===== src/rtl/mcp3008_emu.sv =====
// MCP3008-compatible SPI ADC slave fed from a packed set of digital channel values.
// miso/miso_oe respond 3 clk after the pin edge; no backpressure, the SPI master clock paces everything.
module mcp3008_emu #(
    parameter int CLK_RATIO_MIN = 8
) (
    input  logic            clk,
    input  logic            rst,
    input  logic [7:0][9:0] data,
    input  logic            sclk,
    input  logic            csn,
    input  logic            mosi,
    output logic            miso,
    output logic            miso_oe
);

    // Below this ratio the synchronizer plus edge detect cannot see every sclk phase.
    if (CLK_RATIO_MIN < 4) begin : g_ratio_check
        $fatal(1, "CLK_RATIO_MIN must be at least 4");
    end

    localparam logic [2:0] IDLE       = 3'd0;
    localparam logic [2:0] WAIT_START = 3'd1;
    localparam logic [2:0] CONFIG     = 3'd2;
    localparam logic [2:0] SAMPLE     = 3'd3;
    localparam logic [2:0] NULLB      = 3'd4;
    localparam logic [2:0] MSB        = 3'd5;
    localparam logic [2:0] LSB        = 3'd6;
    localparam logic [2:0] ZERO       = 3'd7;

    logic [1:0] sclk_sync;
    logic [1:0] csn_sync;
    logic [1:0] mosi_sync;
    logic       sclk_d;
    logic [1:0] sync_fill;
    logic       armed;

    logic [2:0] state;
    logic [3:0] cnt;
    logic [2:0] cfg;
    logic [9:0] hold;

    logic       sclk_s;
    logic       csn_s;
    logic       mosi_s;
    logic       rise;
    logic       fall;
    logic [3:0] cmd;
    logic [3:0] cnt_inc;
    logic [3:0] msb_idx;
    logic [3:0] lsb_idx;
    logic [9:0] chan_a;
    logic [9:0] chan_b;
    logic [9:0] result;

    assign sclk_s = sclk_sync[1];
    assign csn_s  = csn_sync[1];
    assign mosi_s = mosi_sync[1];
    assign rise   = sclk_s & ~sclk_d;
    assign fall   = ~sclk_s & sclk_d;

    // {SGL, D2, D1, D0} as seen on the 4th config rise
    assign cmd     = {cfg, mosi_s};
    assign cnt_inc = (cnt == 4'hF) ? cnt : cnt + 4'd1;
    assign msb_idx = 4'd9 - cnt;
    assign lsb_idx = cnt + 4'd1;

    always_comb begin
        chan_a = data[{cmd[2:1], 1'b0}];
        chan_b = data[{cmd[2:1], 1'b1}];
        if (cmd[0]) begin
            chan_a = data[{cmd[2:1], 1'b1}];
            chan_b = data[{cmd[2:1], 1'b0}];
        end
        if (cmd[3]) begin
            result = data[cmd[2:0]];
        end else if (chan_a >= chan_b) begin
            result = chan_a - chan_b;
        end else begin
            result = 10'd0;
        end
    end

    always_ff @(posedge clk) begin
        if (rst) begin
            sclk_sync <= 2'b00;
            csn_sync  <= 2'b11;
            mosi_sync <= 2'b00;
            sclk_d    <= 1'b0;
            sync_fill <= 2'b00;
            armed     <= 1'b0;
            state     <= IDLE;
            cnt       <= 4'd0;
            cfg       <= 3'd0;
            hold      <= 10'd0;
            miso      <= 1'b0;
            miso_oe   <= 1'b0;
        end else begin
            sclk_sync <= {sclk_sync[0], sclk};
            csn_sync  <= {csn_sync[0], csn};
            mosi_sync <= {mosi_sync[0], mosi};
            sclk_d    <= sclk_s;
            sync_fill <= {sync_fill[0], 1'b1};
            // Only a csn level that really came from the pin arms a frame, so a
            // csn held low through reset must go high before the next transfer.
            if (sync_fill[1] && csn_s) begin
                armed <= 1'b1;
            end

            if (csn_s) begin
                state   <= IDLE;
                cnt     <= 4'd0;
                miso    <= 1'b0;
                miso_oe <= 1'b0;
            end else begin
                case (state)
                    IDLE: begin
                        if (armed) begin
                            state <= WAIT_START;
                        end
                    end
                    WAIT_START: begin
                        if (rise && mosi_s) begin
                            state <= CONFIG;
                            cnt   <= 4'd0;
                        end
                    end
                    CONFIG: begin
                        if (rise) begin
                            cfg <= cmd[2:0];
                            if (cnt == 4'd3) begin
                                hold  <= result;
                                state <= SAMPLE;
                                cnt   <= 4'd0;
                            end else begin
                                cnt <= cnt_inc;
                            end
                        end
                    end
                    SAMPLE: begin
                        if (fall) begin
                            miso <= 1'b0;
                            if (miso_oe) begin
                                state <= NULLB;
                            end else begin
                                miso_oe <= 1'b1;
                            end
                        end
                    end
                    NULLB: begin
                        if (fall) begin
                            miso  <= hold[9];
                            state <= MSB;
                            cnt   <= 4'd1;
                        end
                    end
                    MSB: begin
                        if (fall) begin
                            miso <= hold[msb_idx];
                            if (cnt == 4'd9) begin
                                state <= LSB;
                                cnt   <= 4'd0;
                            end else begin
                                cnt <= cnt_inc;
                            end
                        end
                    end
                    LSB: begin
                        if (fall) begin
                            miso <= hold[lsb_idx];
                            if (cnt == 4'd8) begin
                                state <= ZERO;
                                cnt   <= 4'd0;
                            end else begin
                                cnt <= cnt_inc;
                            end
                        end
                    end
                    default: begin
                        if (fall) begin
                            miso <= 1'b0;
                        end
                    end
                endcase
            end
        end
    end

endmodule


===== config.mk =====
export PLATFORM = sky130hd
export DESIGN_NAME = mcp3008_emu
export DESIGN_NICKNAME = d
export VERILOG_FILES = /design/src/rtl/mcp3008_emu.sv
export SDC_FILE = /design/constraint.sdc
export NUM_CORES = 1
export LEC_CHECK = 0
export ABC_AREA = 1
export CORE_MARGIN = 3
export CORE_UTILIZATION = 48
export DETAILED_ROUTE_END_ITERATION = 12
export MAX_ROUTING_LAYER = met4
export PLACE_DENSITY = 0.91
export SETUP_SLACK_MARGIN = 0.3
export SLEW_MARGIN = 20
export SYNTH_ARGS = -nofsm -noshare
export SYNTH_HDL_FRONTEND = slang
export SYNTH_SLANG_ARGS = --single-unit

===== constraint.sdc =====
create_clock -name clk -period 7.4 [get_ports clk]
set_clock_uncertainty 0.05 [all_clocks]
set_input_delay 1.48 -clock clk [delete_from_list [all_inputs] [get_ports clk]]
set_output_delay 1.48 -clock clk [all_outputs]
set_load 0.01 [all_outputs]

Word level (Yosys, flattened, before mapping)
Index checks and enable logic that the tools add are counted.
{"block": "op_classes", "addsub": 3, "n_mux": 42, "n_eq_ne": 21, "n_lt_le_gt_ge": 6, "n_bitwise": 6, "reduce_logical": 13}
{"cell": "two-way mux 10 bit", "n": 7}
{"cell": "binary-select mux 10 bit (select 2 bit)", "n": 2}
{"cell": "two-way mux 4 bit", "n": 9}
{"cell": "two-way mux 3 bit", "n": 11}
{"cell": "binary-select mux 10 bit (select 3 bit)", "n": 1}
{"cell": "!= test 2 bit (second input constant)", "n": 11}
{"cell": "one-hot mux 3 bit (7 select lines)", "n": 1}
{"cell": "one-hot mux 4 bit (5 select lines)", "n": 1}
{"cell": "== test 4 bit (second input constant)", "n": 3}
{"cell": "less-than comparator 3 x 4 -> 1 bit (second input constant)", "n": 3}
{"cell": "AND reduction 12 bit", "n": 1}
{"cell": ">= comparator 10 bit", "n": 1}
{"cell": "less-than comparator 4 x 5 -> 1 bit (second input constant)", "n": 2}
{"cell": "subtractor 10 bit", "n": 1}
{"cell": "== test 3 bit (second input constant)", "n": 3}
{"cell": "binary-select mux 1 bit (select 4 bit)", "n": 2}
{"cell": "two-way mux 1 bit", "n": 7}
{"cell": "nonzero test 7 bit", "n": 1}
{"cell": "== test 3 x 2 -> 1 bit (second input constant)", "n": 2}
{"cell": "AND reduction 6 bit", "n": 1}
{"cell": "nonzero test 5 bit", "n": 1}
{"cell": "adder 4 x 1 -> 4 bit (second input constant)", "n": 1}
{"cell": "== test 4 x 2 -> 1 bit (second input constant)", "n": 1}
{"cell": "NOT 1 bit", "n": 4}
{"cell": "other kinds (11)", "n": 14}
{"block": "totals", "inputBits": 85, "reg_bits": 32, "wordCells": 104, "output_inout_bits": 2}

Depth between registers and ports, before layout
Gate-level depths: netlist of the first run.
{"block": "logic_depth", "word_depth": 6, "mapped_depth": 21, "ltp_nobuf": 19}

Worst setup path before layout of the first run
No wires, ideal clock.
{"block": "synth_timing", "kind": "input -> register", "from": "input data[70] in the netlist's numbering", "to": "register hold[9]", "t_arrival_ns": 3.373, "t_required_ns": 7.286, "setup_time_ns": 0.064, "cell_stages": 18, "n_path_buf": 0, "setup_slack_ns": 3.914, "path_cell_list": "nand2_1 > nand3_1 > nand2_1 > inv_1 > nand2_1 > o21ai_0 > inv_1 > ha_1 > fa_1 > o21ai_2 > nand2_1 > nand2_1 > nand2_1 > nand2_1 > nand2_1 > nor2_1 > nor2_1 > nor2_1"}
{"block": "synth_via", "elab_chain_len": 6, "elab_cells_between_ends": 8, "cone_classes": "1 x add/sub; 1 x order compare; 6 x mux"}
{"item": "start: declaration", "line": "8", "rtl": "input logic [7:0][9:0] data,"}
{"item": "binary-select mux 10 bit (select 2 bit) *", "line": "69, 71"}
{"item": "two-way mux 10 bit (not written as such) *", "line": "69, 71"}
{"item": "two-way mux 10 bit", "line": "70", "rtl": "if (cmd[0]) begin"}
{"item": "subtractor 10 bit / >= comparator 10 bit (equally long branches)", "line": "77, 76"}
{"item": "two-way mux 10 bit *", "line": "76", "rtl": "end else if (chan_a >= chan_b) begin"}
{"item": "two-way mux 10 bit *", "line": "74", "rtl": "if (cmd[3]) begin"}
{"item": "end signal: assignment", "line": "131", "rtl": "hold <= result;"}
{"item": "end: declaration", "line": "40", "rtl": "logic [9:0] hold;"}
Every way passes the cells marked *; elsewhere a longest branch is shown, timed or not. The select of a mux whose other input is x is not followed.
A chain may end at the register's enable or synchronous reset.

Final worst setup path of the first run
{"block": "layout_timing", "from": "input data[60] in the netlist's numbering", "to": "register hold[9]"}
{"block": "layout_via", "elab_chain_len": 6, "elab_cells_between_ends": 8, "cone_classes": "1 x add/sub; 1 x order compare; 6 x mux"}
{"item": "binary-select mux 10 bit (select 2 bit) *", "line": "68, 72"}
{"item": "two-way mux 10 bit (not written as such) *", "line": "68, 72"}
{"item": "two-way mux 10 bit", "line": "70"}
{"item": "subtractor 10 bit / >= comparator 10 bit (equally long branches)", "line": "77, 76"}
{"item": "two-way mux 10 bit *", "line": "76"}
{"item": "two-way mux 10 bit *", "line": "74"}
Marks and branches as above.

==> flow_summary_export.csv, run 1 <==
group,metric,value,unit
synth,yosysWarnings,0,
synth,synth_edf_count,0,
final_layout,fin_util,67.0,%
clock_network,clock-sinks,32,
synth,yosys.area.top_type_share,22.4,%
sta,rsz0062_at_grt,"no",
run_status,status,"complete, no violations",
synth,synth_mux_area_share,0,%
sta,slew_violations,0,
grt,antenna_found_initial,0,
final_layout,design_area,4110,um^2
grt,overflow,0,
synth,synth_compound_area_share,16.3,%
die,dieHeight,87.1,um
routing,ant_nets,0,
sta,max_freq,0.241,GHz
clock_network,clk_latency,0.29,ns
clock_network,cts_buffer_depth,2,
synth,synthFlopType,"dfxtp_1",
sta,period_needed,4.14,ns
final_layout,drive_above_1_share,3.50,%
final_layout,nets,728,
clock_network,cts_resized,0,
routing,vias_per_cell,5.37,
clock_network,path_clk_slew,0.07,ns
sta,max_slew_margin,47.0,%
synth,synth_most_common_cell,"nand2_1",
critical_path,cp_max_fo,8,
synth,synth_top_family_by_area,"simple AND/OR/NAND/NOR gates",
synth,ys_seq_area_share,20.3,%
sta,fin_hold_ws,0.355,ns
pwr,p_leak,1.86,nW
sta,hold_viol,0,
synth,synth.largest_area_cell,"nand2_1",
min_path,hold_class,"register to register",
sta,finalCritPeriodShare,56.0,%
synth,syn_nets,658,
sta,tightest_slew,0.794,ns
synth,synth_xor_area_share,2.50,%
placement,gp_congestion,0.932,
final_layout,seqCellArea,641,um^2
die,coreArea,6130,um^2
routing,drt_iter0_drc,230,
clock_network,cts_tree,"built",
synth,avgSynthCellArea,5.65,um^2
placement,pre_cts_slack,3.02,ns
routing,drcViolationCount,0,
final_layout,synthToLayoutAreaGrowth,30.3,%
die,initial_core_util,51.4,%
synth,netlist_area,3150,um^2
clock_network,clock-root-buffer,"clkbuf_8",
synth,synth_commonest_cells,"188 x nand2_1, 67 x nand3_1, 52 x inv_1, 52 x nor2_1, 39 x a21oi_1",
final_layout,diodes,0,
sta,layout_setup_ws,3.26,ns
final_layout,n_fill_cell,561,
routing,vias,3780,
die,die_area,7580,um^2
min_path,min_from,"mosi_sync[0]$_SDFF_PP0_",
critical_path,crit_start,"data[60]",
die,io_pins,87,
sta,fin_tns_setup,0,ns
clock_network,h-tree-depth,2,
synth,synth-simple-area-share,44.0,%
sta,setup_violations,0,
clock_network,cts_setup_buffers,0,
grt,first_global_vias,3455,
synth,synth_fa_ha_area_share,6.19,%
grt,grt_pass1_wl,15.6,mm
routing,drt_pass1_iterations,6,
critical_path,regToRegStartpoint,"cfg[1]$_SDFFE_PP0P_",
pwr,p_per_area,122,nW/um^2
synth,synthTopCellsByArea,"nand2_1 22%, dfxtp_1 20%, nand3_1 11%",
die,die_w,87.1,um
placement,io_buffers,86,
critical_path,worstSetupStartpointType,"input port",
synth,synth_seq_cells,32,
grt,grt_max_degree,43,
critical_path,critPathArrivalTime,4.32,ns
job,cap_violations,0,
pwr,max-vdd-ir-drop,0.210,mV
clock_network,holdBufCountCts,0,
die,rows,28,
critical_path,cp.required,7.58,ns
critical_path,crit_path_end_kind,"register",
placement,post_dp_cell_area,4000,um^2
routing,wl_per_cell,13.9,um
synth,synthArstFlopShare,0,%
grt,grt_use_total,26.4,%
final_layout,multi_input_area,2180,um^2
routing,drt-total-wl,9.75,mm
synth,synth_cell_type_count,35,
critical_path,critPathKind,"input port to register",
placement,dp_hpwl,7.75,mm
clock_network,cts_buffers,5,
synth,postSynthCellCount,558,
-- per-stage QoR --
step / total power, mW / std cells
floorplan: 0.268 / 558
global placement: 0.331 / 696
detailed placement: 0.334 / 696
CTS: 0.499 / 704
global route: 0.526 / 704
finish: 0.499 / 704
-- layout by cell type, fill, tap and decap left out, types with 7 or more instances in the layout --
master and n:
nand2_1 188, clkdlybuf4s50_1 86, nand3_1 67, inv_1 52
nor2_1 52, a21oi_1 39, dfxtp_1 32, o21ai_0 29
ha_1 14, o21ai_1 7
-- report_power, final --
part | switching [mW] | internal (mW)
Sequential | 0.00231 | 0.175
Combinational | 0.0762 | 0.0786
Clock | 0.0677 | 0.0995
Total | 0.146 | 0.353
-- per-layer routing --
| layer | global-route usage (%) | wire length [um] |
|---|---|---|
| met1 | 32.3 | 4250 |
| met4 | 9.21 | 265 |
| met2 | 44.6 | 4770 |
| met3 | 3.22 | 462 |
| met5 | - | 0 |
-- flip-flops by register name, indices dropped and copies added, names as in the netlist --
| name | flops |
|---|---|
| hold | 10 |
| cnt | 4 |
| cfg | 3 |
| state | 3 |
| csn_sync | 2 |
| mosi_sync | 2 |
| sclk_sync | 2 |
| sync_fill | 2 |
| armed | 1 |
| miso | 1 |
| miso_oe | 1 |
| sclk_d | 1 |
-- critical path: stages --
cell	delay (ns)
clkdlybuf4s50_1	0.46
nand2_1	0.05
nand3_1	0.10
nand2_1	0.13
o21ai_0	0.28
inv_1	0.08
ha_1	0.25
fa_1	0.42
o21ai_2	0.24
nand2_1	0.07
nand2_1	0.12
nand2_1	0.06
nand2_1	0.22
nand2_1	0.11
nor2_1	0.13
nor2_1	0.05
nor2_1	0.07
-- area by class of cell --
class,count,area share [%]
multi-input combinational,445,53.0
sequential,32,15.6
clock inverter,3,1.04
tap,75,2.28
inverter,56,5.12
timing repair buffer,88,21.3
clock buffer,5,1.68
-- kinds of logic (layout without fill, tap and decap cells) --
family / Yosys count / count (layout)
adders and majority gates: 15 / 15
DFF: 32 / 32
buffers and inverters: 81 / 152
xor gates and xnor gates: 9 / 9
and+or+nand+nor: 327 / 327
AOI/OAI and AO/OA: 94 / 94
-- path summary, 6_finish.rpt --
path,slack [ns],end,cells past startpoint
min reg2reg,0.36,mosi_sync[1]$_SDFF_PP0_,2
max reg2reg,3.44,hold[9]$_SDFFE_PP0P_,16
max,3.26,hold[9]$_SDFFE_PP0P_,17
min,0.36,mosi_sync[1]$_SDFF_PP0_,2
Note: power is estimated with default switching activity, not from simulation.
==> inputs of run 2 (changes only) <==
==> constraint.sdc (replaced) <==
create_clock -name clk -period 4.3 [get_ports clk]
set_clock_uncertainty 0.05 [all_clocks]
set_input_delay 0.86 -clock clk [delete_from_list [all_inputs] [get_ports clk]]
set_output_delay 0.86 -clock clk [all_outputs]
set_load 0.01 [all_outputs]
==> flow_summary_export.csv, run 2 (synthesis results as in run 1) <==
group,metric,value,unit
clock_network,clk_latency,0.29,ns
die,initial_core_util,51.4,%
placement,post_dp_cell_area,4020,um^2
grt,grt_use_total,27.4,%
critical_path,worstSetupStartpointType,"register",
sta,max_freq,0.288,GHz
final_layout,fin_util,67.4,%
sta,max_slew_margin,48.4,%
grt,first_global_vias,3470,
pwr,p_per_area,209,nW/um^2
routing,vias,3820,
grt,antenna_found_initial,0,
sta,fin_tns_setup,0,ns
die,dieHeight,87.1,um
run_status,status,"complete, no violations",
placement,gp_congestion,0.951,
critical_path,critPathKind,"register to register",
final_layout,final_common_cell,"nand2_1",
placement,io_buffers,86,
grt,grt_util_met2,44.6,%
final_layout,largest_reg_flops,10,
final_layout,design_area,4130,um^2
clock_network,clock-root-buffer,"clkbuf_8",
sta,hold_viol,0,
critical_path,crit_path_top_delay_cell,"dfxtp_1",
clock_network,cts_setup_buffers,0,
critical_path,cp.required,4.48,ns
pwr,p_total,0.862,mW
grt,grt_busiest_layer,"met2",
grt,grt_max_degree,42,
routing,ant_nets,0,
final_layout,nets,731,
routing,wl_per_cell,13.9,um
sta,tightest_slew,0.774,ns
grt,grt_use_met3,4.54,%
die,coreArea,6130,um^2
critical_path,r2r_slack,0.83,ns
grt,grt_util_met1,35.1,%
final_layout,regMostFlops,"hold",
final_layout,synthToLayoutAreaGrowth,31.0,%
routing,drt_pass1_iterations,5,
grt,grt_pass1_wl,16.2,mm
critical_path,critPathArrivalTime,3.65,ns
sta,finalCritPeriodShare,80.7,%
sta,period_needed,3.47,ns
critical_path,max_stage_delay,0.76,ns
clock_network,h-tree-depth,2,
final_layout,layout_common_cells,"188 x nand2_1, 86 x clkdlybuf4s50_1, 67 x nand3_1",
routing,drt-total-wl,9.81,mm
sta,setup_violations,0,
placement,dp_hpwl,7.90,mm
clock_network,path_clk_slew,0.07,ns
die,rows,28,
final_layout,diodes,0,
grt,overflow,0,
critical_path,crit_top_cell,"nand2_1",
min_path,hold_class,"register to register",
job,cap_violations,0,
clock_network,cts_resized,0,
clock_network,cts_tree,"built",
die,die_w,87.1,um
critical_path,cp_cell_sequence,"inv_1 > nand2_1 > o21ai_0 > ha_1 > fa_1 > o21ai_2 > nand2_1 > nand2_1 > nand2_1 > nand2_1 > nand2_1 > nor2_1 > nor2_1 > nor2_1",
routing,vias_per_cell,5.40,
sta,slew_violations,0,
die,die_area,7580,um^2
die,io_pins,87,
clock_network,cts_buffers,5,
final_layout,final_cells,707,
routing,drcViolationCount,0,
pwr,p_leak,1.88,nW
sta,rsz0062_at_grt,"no",
final_layout,reg.largest.list,"hold: 10 flops, cnt: 4 flops",
clock_network,cts_buffer_depth,2,
pwr,max-vdd-ir-drop,0.375,mV
routing,drt_iter0_drc,259,
critical_path,cp_max_fo,24,
critical_path,crit_path_end_kind,"register",
clock_network,clock-sinks,32,
final_layout,drive_above_1_share,3.96,%
clock_network,holdBufCountCts,0,
placement,dp_cells,699,
==> run 2: worst max-delay path: cells and delay by family, from the launching register on <==
family	cells	cell delay, ns
buffers and inverters	1	0.57
flip-flops	1	0.76
AO/OA/AOI/OAI	2	0.33
AND/OR/NAND/NOR	9	1.00
adder cells (fa/ha/maj)	2	0.69
==> run 2: routing by layer <==
layer	vias up	routed length, um
li1	1950	-
met1	1707	4230
met2	138	4770
met3	25	566
met4	0	244
met5	-	0
==> run 2: per-stage QoR <==
| step | worst slack (ns) | hold slack (ns) |
|---|---|---|
| floorplan | 1.43 | 0.338 |
| CTS | 0.892 | 0.357 |
| global route | 0.503 | 0.375 |
| global placement | 0.693 | 0.339 |
| detailed placement | 0.596 | 0.348 |
| finish | 0.831 | 0.354 |
==> run 2: layout make-up <==
type | instances | area, um^2
timing repair buffer | 91 | 898
clock inverter | 3 | 42.5
tap | 75 | 93.8
fill | 563 | 2000
inverter | 56 | 210
multi-input combinational | 445 | 2180
clock buffer | 5 | 68.8
sequential | 32 | 641
==> run 2: final timing paths <==
| check | from | to | cells past startpoint |
|---|---|---|---|
| setup / recovery | mosi_sync[1]$_SDFF_PP0_ | hold[9]$_SDFFE_PP0P_ | 14 |
| hold / removal | sclk_sync[0]$_SDFF_PP0_ | sclk_sync[1]$_SDFF_PP0_ | 2 |
| setup reg to reg | mosi_sync[1]$_SDFF_PP0_ | hold[9]$_SDFFE_PP0P_ | 14 |
| hold reg to reg | sclk_sync[0]$_SDFF_PP0_ | sclk_sync[1]$_SDFF_PP0_ | 2 |
==> run 2: power by group <==
group	internal (mW)	switching (mW)	total, mW
sequential	0.301	0.00392	0.305
clock	0.171	0.118	0.290
combinational	0.136	0.132	0.268
total	0.608	0.254	0.862
==> inputs of run 3 (changes only) <==
==> constraint.sdc (replaced) <==
create_clock -name clk -period 3.4 [get_ports clk]
set_clock_uncertainty 0.05 [all_clocks]
set_input_delay 0.68 -clock clk [delete_from_list [all_inputs] [get_ports clk]]
set_output_delay 0.68 -clock clk [all_outputs]
set_load 0.01 [all_outputs]
==> flow_summary_export.csv, run 3 (synthesis results as in run 1) <==
group,metric,value,unit
min_path,hold_class,"register to register",
critical_path,worstSetupStartpointType,"input port",
routing,met1Wirelength,4.24,mm
sta,rsz0062_at_grt,"no",
sta,period_needed,2.83,ns
clock_network,h-tree-depth,2,
die,dieHeight,87.1,um
clock_network,path_clk_slew,0.07,ns
grt,first_global_vias,3660,
critical_path,crit_buf_inv,3,
placement,post_dp_cell_area,4070,um^2
critical_path,critPathKind,"input port to register",
critical_path,crit_top_cell,"nand2_1",
routing,ant_nets,0,
sta,tightest_slew,0.500,ns
placement,dp_hpwl,8.09,mm
grt,grt_max_degree,34,
clock_network,cts_tree,"built",
pwr,p_per_area,259,nW/um^2
placement,pre_cts_slack,-0.00588,ns
final_layout,design_area,4240,um^2
sta,slew_violations,0,
critical_path,crit_path_end_kind,"register",
critical_path,max_stage_delay,0.46,ns
pwr,p_leak,1.93,nW
final_layout,fin_util,69.1,%
die,die_w,87.1,um
critical_path,critPathArrivalTime,3.01,ns
final_layout,final_common_cell,"nand2_1",
grt,grt_use_total,27.9,%
routing,drt_iter0_drc,269,
clock_network,clock-sinks,32,
routing,vias,3925,
pwr,swShare,29.4,%
placement,io_buffers,86,
sta,hold_viol,0,
clock_network,cts_buffer_depth,2,
critical_path,crit_path_top_delay_cell,"clkdlybuf4s50_1",
sta,fin_hold_ws,0.355,ns
die,coreArea,6130,um^2
final_layout,drive_above_1_share,6.24,%
critical_path,cp_top_family,"simple AND/OR/NAND/NOR gates",
final_layout,nets,740,
clock_network,cts_buffers,5,
pwr,p_clk_share,33.0,%
die,die_area,7580,um^2
pwr,max-vdd-ir-drop,0.457,mV
pwr,seq_power_share,34.9,%
placement,gp_congestion,0.977,
routing,drcViolationCount,0,
final_layout,layout_common_cells,"185 x nand2_1, 86 x clkdlybuf4s50_1, 67 x nand3_1",
die,initial_core_util,51.4,%
placement,dp_cells,706,
routing,top_layer,"met4",
final_layout,diodes,0,
sta,layout_setup_ws,0.568,ns
pwr,p_switching,0.323,mW
die,rows,28,
pwr,pwr-share-comb,32.0,%
die,io_pins,87,
critical_path,cp.required,3.58,ns
pwr,p_int,0.776,mW
grt,grt_pass1_wl,16.5,mm
critical_path,cp_cell_sequence,"clkdlybuf4s50_1 > nand2_1 > nand3_1 > nand2_1 > inv_1 > nand2_1 > o21ai_2 > inv_1 > ha_1 > fa_2 > o21ai_2 > nand2_1 > nand2_2 > nand2_1 > nand2_4 > nand2_1 > nor2_1 > nor2_1 > nor2_1",
clock_network,clk_latency,0.29,ns
job,cap_violations,0,
grt,antenna_found_initial,0,
sta,max_freq,0.353,GHz
final_layout,synthToLayoutAreaGrowth,34.4,%
run_status,status,"complete, no violations",
sta,finalCritPeriodShare,83.3,%
routing,drt_pass1_iterations,5,
final_layout,reg.largest.list,"hold: 10 flops, cnt: 4 flops",
routing,drt-total-wl,10.1,mm
grt,overflow,0,
final_layout,regMostFlops,"hold",
routing,wl_met2,5.11,mm
routing,wl_per_cell,14.1,um
clock_network,clock-root-buffer,"clkbuf_8",
final_layout,largest_reg_flops,10,
sta,setup_violations,0,
routing,wl_met3,561,um
routing,vias_per_cell,5.48,
sta,max_slew_margin,66.4,%
final_layout,final_cells,716,
critical_path,cp_max_fo,8,
[run 3: changes by cell type in the layout (fill, tap and decap cells not counted), moves of 2 or more]
cell / delta
nand2_2: +2
buf_4: +7
nand2_1: -3
o21ai_0: -2
[run 3: per-layer routing]
metal  GRT usage, %  vias to the layer above
met4           7.65                        0
li1               -                     1965
met5              -                        -
met1           34.3                     1793
met3           3.31                       20
met2           47.9                      147
[run 3: final timing paths]
path	start	to	slack (ns)	depth (start not counted)
setup / recovery	data[30]	hold[9]$_SDFFE_PP0P_	0.57	19
hold / removal	sync_fill[0]$_DFF_P_	sync_fill[1]$_SDFF_PP0_	0.35	2
setup reg to reg	cfg[1]$_SDFFE_PP0P_	hold[9]$_SDFFE_PP0P_	0.59	15
hold reg to reg	sync_fill[0]$_DFF_P_	sync_fill[1]$_SDFF_PP0_	0.35	2
[run 3: through the flow]
step                      setup TNS (ns)  total power [mW]
final                                  0              1.10
after global routing                   0              1.15
after CTS                              0              1.09
after detailed placement        -0.00588             0.731
after global placement                 0             0.727
after floorplan                        0             0.582
[run 3: repair_timing]
action,in CTS,in global routing
setup endpoints to repair,1,10
hold buffers,0,0
resized for setup,1,9
buffers inserted,0,2
pin swaps,0,2
[run 3: layout make-up]
cell class	instances	area, um^2
fill	530	1890
clock buffer	5	68.8
multi-input combinational	445	2190
sequential	32	641
clock inverter	3	42.5
inverter	56	214
timing repair buffer	100	982
tap	75	93.8
[run 3: power groups by stage]
| stage | sequential [mW] | clock (mW) | combinational, mW |
|---|---|---|---|
| after floorplan | 0.391 | 0 | 0.191 |
| after global placement | 0.392 | 0 | 0.335 |
| after detailed placement | 0.392 | 0 | 0.339 |
| after CTS | 0.384 | 0.365 | 0.341 |
| after global routing | 0.384 | 0.379 | 0.390 |
| final | 0.384 | 0.363 | 0.352 |
[run 3: worst register-to-register path, delay by kind of cell, from the launching register on]
family,cells,cell delay [ns]
flip-flops,1,0.31
AND/OR/NAND/NOR,7,0.54
buffers and inverters,2,0.61
adder cells (fa/ha/maj),1,0.37
AO/OA/AOI/OAI,5,0.87
